<file path="src/rtl/ram_rr_arbiter_100x12.sv">
// Two-port round-robin arbiter over a 100x12 single-port RAM, cleared after reset; reads return 1 cycle after grant.
// Grants are combinational pulses; a requester holds req until its gnt, nothing is granted during the clear.
module ram_rr_arbiter_100x12 #(
  parameter int DATA_W = 100,
  parameter int DEPTH  = 12,
  parameter int ADDR_W = 4
) (
  input  logic              clk,
  input  logic              rst,
  input  logic              a_req,
  input  logic              a_we,
  input  logic [ADDR_W-1:0] a_addr,
  input  logic [DATA_W-1:0] a_din,
  output logic              a_gnt,
  output logic              a_rvalid,
  output logic [DATA_W-1:0] a_dout,
  output logic              a_err,
  input  logic              b_req,
  input  logic              b_we,
  input  logic [ADDR_W-1:0] b_addr,
  input  logic [DATA_W-1:0] b_din,
  output logic              b_gnt,
  output logic              b_rvalid,
  output logic [DATA_W-1:0] b_dout,
  output logic              b_err,
  output logic              init_done
);

  localparam logic [0:0]        ST_INIT   = 1'b0;
  localparam logic [0:0]        ST_RUN    = 1'b1;
  localparam logic [ADDR_W-1:0] LAST_ADDR = ADDR_W'(DEPTH - 1);

  logic [0:0]        state;
  logic [ADDR_W-1:0] clrCnt;
  logic              ptrB;
  logic              isRun;
  logic              aInRange;
  logic              bInRange;
  logic              memWe;
  logic [ADDR_W-1:0] memAddr;
  logic [DATA_W-1:0] memWd;
  logic [DATA_W-1:0] mem [DEPTH];

  assign isRun     = (state == ST_RUN);
  assign init_done = isRun;
  assign aInRange  = (a_addr <= LAST_ADDR);
  assign bInRange  = (b_addr <= LAST_ADDR);

  // ptrB set means B owns the tie-break on the next contention cycle
  assign a_gnt = isRun && a_req && (!b_req || !ptrB);
  assign b_gnt = isRun && b_req && (!a_req || ptrB);

  always_comb begin
    memWe   = 1'b0;
    memAddr = clrCnt;
    memWd   = '0;
    if (!isRun) begin
      memWe = 1'b1;
    end else if (a_gnt) begin
      memWe   = a_we && aInRange;
      memAddr = a_addr;
      memWd   = a_din;
    end else if (b_gnt) begin
      memWe   = b_we && bInRange;
      memAddr = b_addr;
      memWd   = b_din;
    end
    memWe = memWe && !rst;
  end

  always_ff @(posedge clk) begin
    if (memWe) mem[memAddr] <= memWd;
  end

  always_ff @(posedge clk) begin
    if (rst) begin
      state    <= ST_INIT;
      clrCnt   <= '0;
      ptrB     <= 1'b0;
      a_rvalid <= 1'b0;
      a_err    <= 1'b0;
      a_dout   <= '0;
      b_rvalid <= 1'b0;
      b_err    <= 1'b0;
      b_dout   <= '0;
    end else begin
      if (!isRun) begin
        if (clrCnt == LAST_ADDR) state <= ST_RUN;
        else                     clrCnt <= clrCnt + ADDR_W'(1);
      end
      if (a_gnt)      ptrB <= 1'b1;
      else if (b_gnt) ptrB <= 1'b0;

      a_rvalid <= a_gnt && !a_we;
      a_err    <= a_gnt && !aInRange;
      if (a_gnt && !a_we) a_dout <= aInRange ? mem[a_addr] : '0;

      b_rvalid <= b_gnt && !b_we;
      b_err    <= b_gnt && !bInRange;
      if (b_gnt && !b_we) b_dout <= bInRange ? mem[b_addr] : '0;
    end
  end

endmodule

</file>
<file path="config.mk">
export PLATFORM = sky130hd
export DESIGN_NAME = ram_rr_arbiter_100x12
export DESIGN_NICKNAME = d
export VERILOG_FILES = /design/src/rtl/ram_rr_arbiter_100x12.sv
export SDC_FILE = /design/constraint.sdc
export NUM_CORES = 2
export LEC_CHECK = 0
export ABC_AREA = 1
export BUFFER_PORTS_ARGS = -buffer_cell sky130_fd_sc_hd__buf_4
export CAP_MARGIN = 20
export CORE_MARGIN = 5
export CORE_UTILIZATION = 40
export CTS_CLUSTER_DIAMETER = 30
export CTS_CLUSTER_SIZE = 10
export DETAILED_ROUTE_END_ITERATION = 8
export HOLD_SLACK_MARGIN = 0.15
export PLACE_DENSITY_LB_ADDON = 0.05
export SYNTH_ARGS = -nofsm -noshare
export SYNTH_HDL_FRONTEND = slang
export SYNTH_SLANG_ARGS = --single-unit
</file>
<file path="constraint.sdc">
create_clock -name clk -period 12.7 [get_ports clk]
set_clock_uncertainty 0.1 [all_clocks]
set_input_delay 1.905 -clock clk [delete_from_list [all_inputs] [get_ports clk]]
set_output_delay 1.905 -clock clk [all_outputs]
set_load 0.03 [all_outputs]
</file>
**Word-level counts from Yosys, hierarchy flattened**

Memory sizes are Yosys's and may differ from the RTL's.
Cells that the tools add are included.
Widths: inputs -> output; s select.

- $add $sub $neg: 1
- Order comparisons: 2
- Equality and inequality tests: 1
- Multiplexer cells: 17
- Bitwise gates (word level): 2
- Reductions and logical operators: 23

Operators with widths:

| cell | count |
|---|---|
| $mux 100 | 5 |
| $mux 4 | 3 |
| $logic_and 1x1->1 | 11 |
| $mux 1 | 9 |
| $le 4x4->1 const B | 2 |
| $logic_not 1->1 | 8 |
| $add 4x1->4 const B | 1 |
| $eq 4x4->1 const B | 1 |
| $logic_or 1x1->1 | 2 |
| $not 1->1 | 2 |
| $reduce_and 2->1 | 1 |
| $reduce_bool 2->1 | 1 |

- Register bits: 210
- Memory bits (writable): 1200
- Word-level logic and storage cells: 56
- Memories kept: 1

Memories:

| memory | depth | width | rd ports | clocked after memory_dff | write ports | RTL line | RTL |
|---|---|---|---|---|---|---|---|
| mem | 12 | 100 | 2 | 0 | 1 | 42 | `logic [DATA_W-1:0] mem [DEPTH];` |

**Depth between registers and ports, before layout**

- Depth in word-level cells: 9
- Gate-level depth with buffers: 11
- Gate-level depth less buffers: 9

**Worst setup path before layout**

Ideal clock, no wire load.

- Kind: input -> register
- From: input a_addr[0]
- To: memory mem[3][0] (enable)
- Setup time: 682 ps
- Arrival time: 9554 ps
- Data required time: 11918 ps
- Slack: 2364 ps
- Cell stages on the path: 9
- Path buffers: 3
- Cell sequence: buf_2 -> inv_2 -> buf_2 -> buf_2 -> nand2_1 -> inv_1 -> nor2_1 -> nand2_1 -> nor3_1

- Longest elaborated chain between the ends: 7
- Elaborated cells on any way between the ends: 9
- Classes of those cells: 1 x order compare; 6 x mux; 2 x reduce/logical

Ends and longest elaborated chain:

| element | RTL line | RTL |
|---|---|---|
| start, declared | 12 | `input logic [ADDR_W-1:0] a_addr,` |
| $le 4x4->1 | 46 | `assign aInRange = (a_addr <= LAST_ADDR);` |
| $logic_and 1x1->1 | 60 | `memWe = a_we && aInRange;` |
| $mux 1 | 59 | `end else if (a_gnt) begin` |
| $mux 1 | 57 | `if (!isRun) begin` |
| $logic_and 1x1->1 | 68 | `memWe = memWe && !rst;` |
| $mux 1 | 72 | `if (memWe) mem[memAddr] <= memWd;` |
| $mux 1 (not written as such) | 72 |  |
| end, declared | 42 |  |

Parallel ways exist; a longest one is shown, timed or not.

**Final worst setup path**

- From: input a_req
- To: memory mem[10][11] (enable)

- Longest elaborated chain between the ends: 9
- Elaborated cells on any way between the ends: 14
- Classes of those cells: 8 x mux; 6 x reduce/logical

Ends and longest elaborated chain:

| element | RTL line | RTL |
|---|---|---|
| start, declared | 10 | `input logic a_req,` |
| $logic_not 1->1 | 51 | `assign b_gnt = isRun && b_req && (!a_req \|\| ptrB);` |
| $logic_or 1x1->1 | 51 |  |
| $logic_and 1x1->1 | 51 |  |
| $mux 1 | 63 | `end else if (b_gnt) begin` |
| $mux 1 | 59 |  |
| $mux 1 | 57 |  |
| $logic_and 1x1->1 | 68 |  |
| $mux 1 | 72 |  |
| $mux 1 (not written as such) | 72 |  |

Parallel ways exist; a longest one is shown, timed or not.

==> flow_summary_export.csv <==
group,metric,value,unit
yosys,ys_seq_area_frac,0.586,
worst_setup_path,critPathTopFamily,"buffers and inverters",
floorplanning,die_area,180000,um^2
power_and_ir_drop,power.density,181,nW/um^2
finish,layout_commonest_cell,"nand2_1",
worst_setup_path,cp_cell_sequence,"buf_4 -> nand2_1 -> inv_2 -> nand2_1 -> inv_4 -> buf_4 -> nand2_1 -> nand2_1 -> nand4_1 -> nor2_4 -> buf_4 -> buf_4",
floorplanning,dieWidth,424,um
worst_setup_path,crit_path_end,"mem[10][11]",
grt,grt_pass1_vias,59400,
sta,fin_hold_ws,0.360,ns
worst_setup_path,crit_path_max_fanout,61,
worst_setup_path,crit_path_max_incr_delay,0.95,ns
detailed_routing,avgViaCountPerCell,5.49,
finish,multi_input_area,23600,um^2
detailed_routing,drc,0,
sta,achievable-frequency,158,MHz
clock_network,path_clk_slew,0.04,ns
floorplanning,start_util,0.401,
finish,final_layout_size_suffix_gt1_frac,0.132,
grt,antenna_found_initial,1,
worst_setup_path,cp-end-kind,"flop",
floorplanning,num_rows,152,
outcome,outcome,"completed",
sta,setup_viol,0,
yosys,syn_nets,8209,
sta,period_minus_slack,6.35,ns
grt,overflow,0,
detailed_routing,routed_wl,258000,um
yosys,synth_top_cell_area_share,0.525,
detailed_routing,wire_per_inst,23.7,um
yosys,yosys_warnings,0,
detailed_routing,drt_first_pass_iters,9,
worst_setup_path,startpoint,"a_req",
detailed_routing,drt-initial-drc-count,5428,
clock_network,cts_tree,"built",
place,hpwl,130000,um
yosys,synth_area,68700,um^2
grt,grt_max_degree,162,
yosys,syn_area_per_cell,8.59,um^2
sta,rsz0062_at_grt,"false",
power_and_ir_drop,leakage,35.7,nW
sta,finalSetupTns,0,ns
detailed_routing,ant_nets,0,
clock_network,cts.sinks,1410,
worst_setup_path,regToRegEndpoint,"mem[10][11]",
place,place_congestion,0.802,
finish,area_delta_synth_final,25.4,%
sta,worstMarginPinSlew,1.23,ns
worst_setup_path,r2r-start,"init_done",
hold_path,min-delay-start,"b_dout[2]",
worst_setup_path,required,13.13,ns
yosys,synth.ff_latch_count,1410,
detailed_routing,routed-via-count,59600,
floorplanning,die_h,424,um
finish,n_fill_cell,15800,
worst_setup_path,r2r_cells,11,
clock_network,clock_latency,0.94,ns
hold_path,min_path_type,"flop to flop",
clock_network,hold_buffers,0,
sta,timing.slew.headroom,0.179,
clock_network,clk_path_buf_depth,4,
worst_setup_path,critPathArrivalTime,6.78,ns
worst_setup_path,rrSetupSlack,6.91,ns
yosys,synth_cell_types,24,
clock_network,htreeDepth,5,
sta,final-hold-violation-count,0,
power_and_ir_drop,peakVddDrop,0.135,mV
yosys,syn_inst,7994,
floorplanning,io-pin-count,421,
grt,grtUsageTotal,0.278,
sta,slew_violations,0,
finish,register_area,40200,um^2
clock_network,ctsResizeCount,0,
clock_network,numCtsBuffers,389,
yosys,synth_area_leaders,"edfxtp_1 (52%), nand2_1 (17%), nand3_1 (15%)",
finish,layout_common_cells,"nand2_1 (3035), nand3_1 (2009), edfxtp_1 (1200)",
clock_network,cts_root_buf,"clkbuf_16",
worst_setup_path,crit_cells,12,
grt,grt_pass1_wl,380000,um
finish,finalNetCount,8533,
clock_network,cts_setup_buffers,0,
worst_setup_path,critPathBufInv,6,
place,portBuffers,420,
worst_setup_path,cpMaxStageDelayCell,"buf_4",
sta,fin_crit_sh,0.500,
worst_setup_path,crit_type,"input pin to flop",
worst_setup_path,startpoint_type,"input pin",
floorplanning,coreArea,171000,um^2
yosys,yosysTopAreaCell,"edfxtp_1",
job,cap_violations,0,
-- power by group --
group | switching [W] | internal (W) | leakage (nW) | total (W)
Combinational | 0.000611 | 0.000236 | 17.4 | 0.000847
Sequential | 0.0000301 | 0.00506 | 12.1 | 0.00509
Clock | 0.00286 | 0.00676 | 6.29 | 0.00962
-- flip-flops by register name (all words and copies together), names as in the netlist --
name	flops
a_dout	100
a_err	1
a_rvalid	1
b_dout	100
b_err	1
b_rvalid	1
clrCnt	4
init_done	1
mem	1200
ptrB	1
-- layer usage --
layer	share of wire	track usage
met1	0.41	0.354
met3	0.071	0.0474
met4	0.040	0.121
met2	0.48	0.468
met5	0	0
-- worst min path at each step --
stage               slack (ns)          to  cells past startpoint
finish                    0.36   b_dout[2]                      2
global route              0.38  b_dout[71]                      2
detailed placement        0.36  a_dout[36]                      2
floorplan                 0.36        ptrB                      2
global placement          0.35   b_dout[1]                      2
CTS                       0.36  a_dout[36]                      2
-- through the flow --
stage	worst slack, ns	utilization	total power [W]	cell area, um^2	std cells
global route	6.09	0.503	0.0160	86100	10900
finish	6.35	0.503	0.0156	86100	10900
detailed placement	5.41	0.427	0.00600	73100	10200
CTS	6.37	0.503	0.0157	86100	10900
floorplan	2.36	-	0.00569	68700	7994
global placement	5.51	0.427	0.00600	73100	10200
-- Yosys cell counts --
master	n
a211oi_1	1
a21oi_1	205
a21oi_2	1
a22o_1	100
buf_1	46
buf_2	249
buf_6	10
clkbuf_1	268
clkinv_1	90
dfxtp_1	210
edfxtp_1	1200
ha_1	1
inv_1	532
inv_2	4
nand2_1	3035
nand3_1	2009
nand3b_1	1
nand3b_4	1
nand4_1	1
nor2_1	17
nor2_4	1
nor2_8	1
nor3_1	7
o21ai_0	4
-- final cells by class --
type / count / share of cell area
Antenna cell: 1 / 0.0000291
Clock buffer: 464 / 0.121
Clock inverter: 243 / 0.0302
Inverter: 626 / 0.0279
Multi-Input combinational cell: 5385 / 0.275
Sequential cell: 1410 / 0.467
Tap cell: 2233 / 0.0324
Timing Repair Buffer: 506 / 0.0469
-- worst min-delay path, cell delays in order, from the launching register on --
cell     delay [ns]
dfxtp_1        0.30
nand2_1        0.06
a21oi_1        0.05
-- logic make-up (layout without fill, tap and decap cells) --
logic type,Yosys count,count (layout),synth area share
other,0,1,0
adders and majority gates,1,1,0.000182
AOI/OAI and AO/OA,311,311,0.0282
DFF,1410,1410,0.586
buffers and inverters,1199,1839,0.0712
and+or+nand+nor,5073,5073,0.315
No activity file was read; power rests on OpenSTA's default activity.
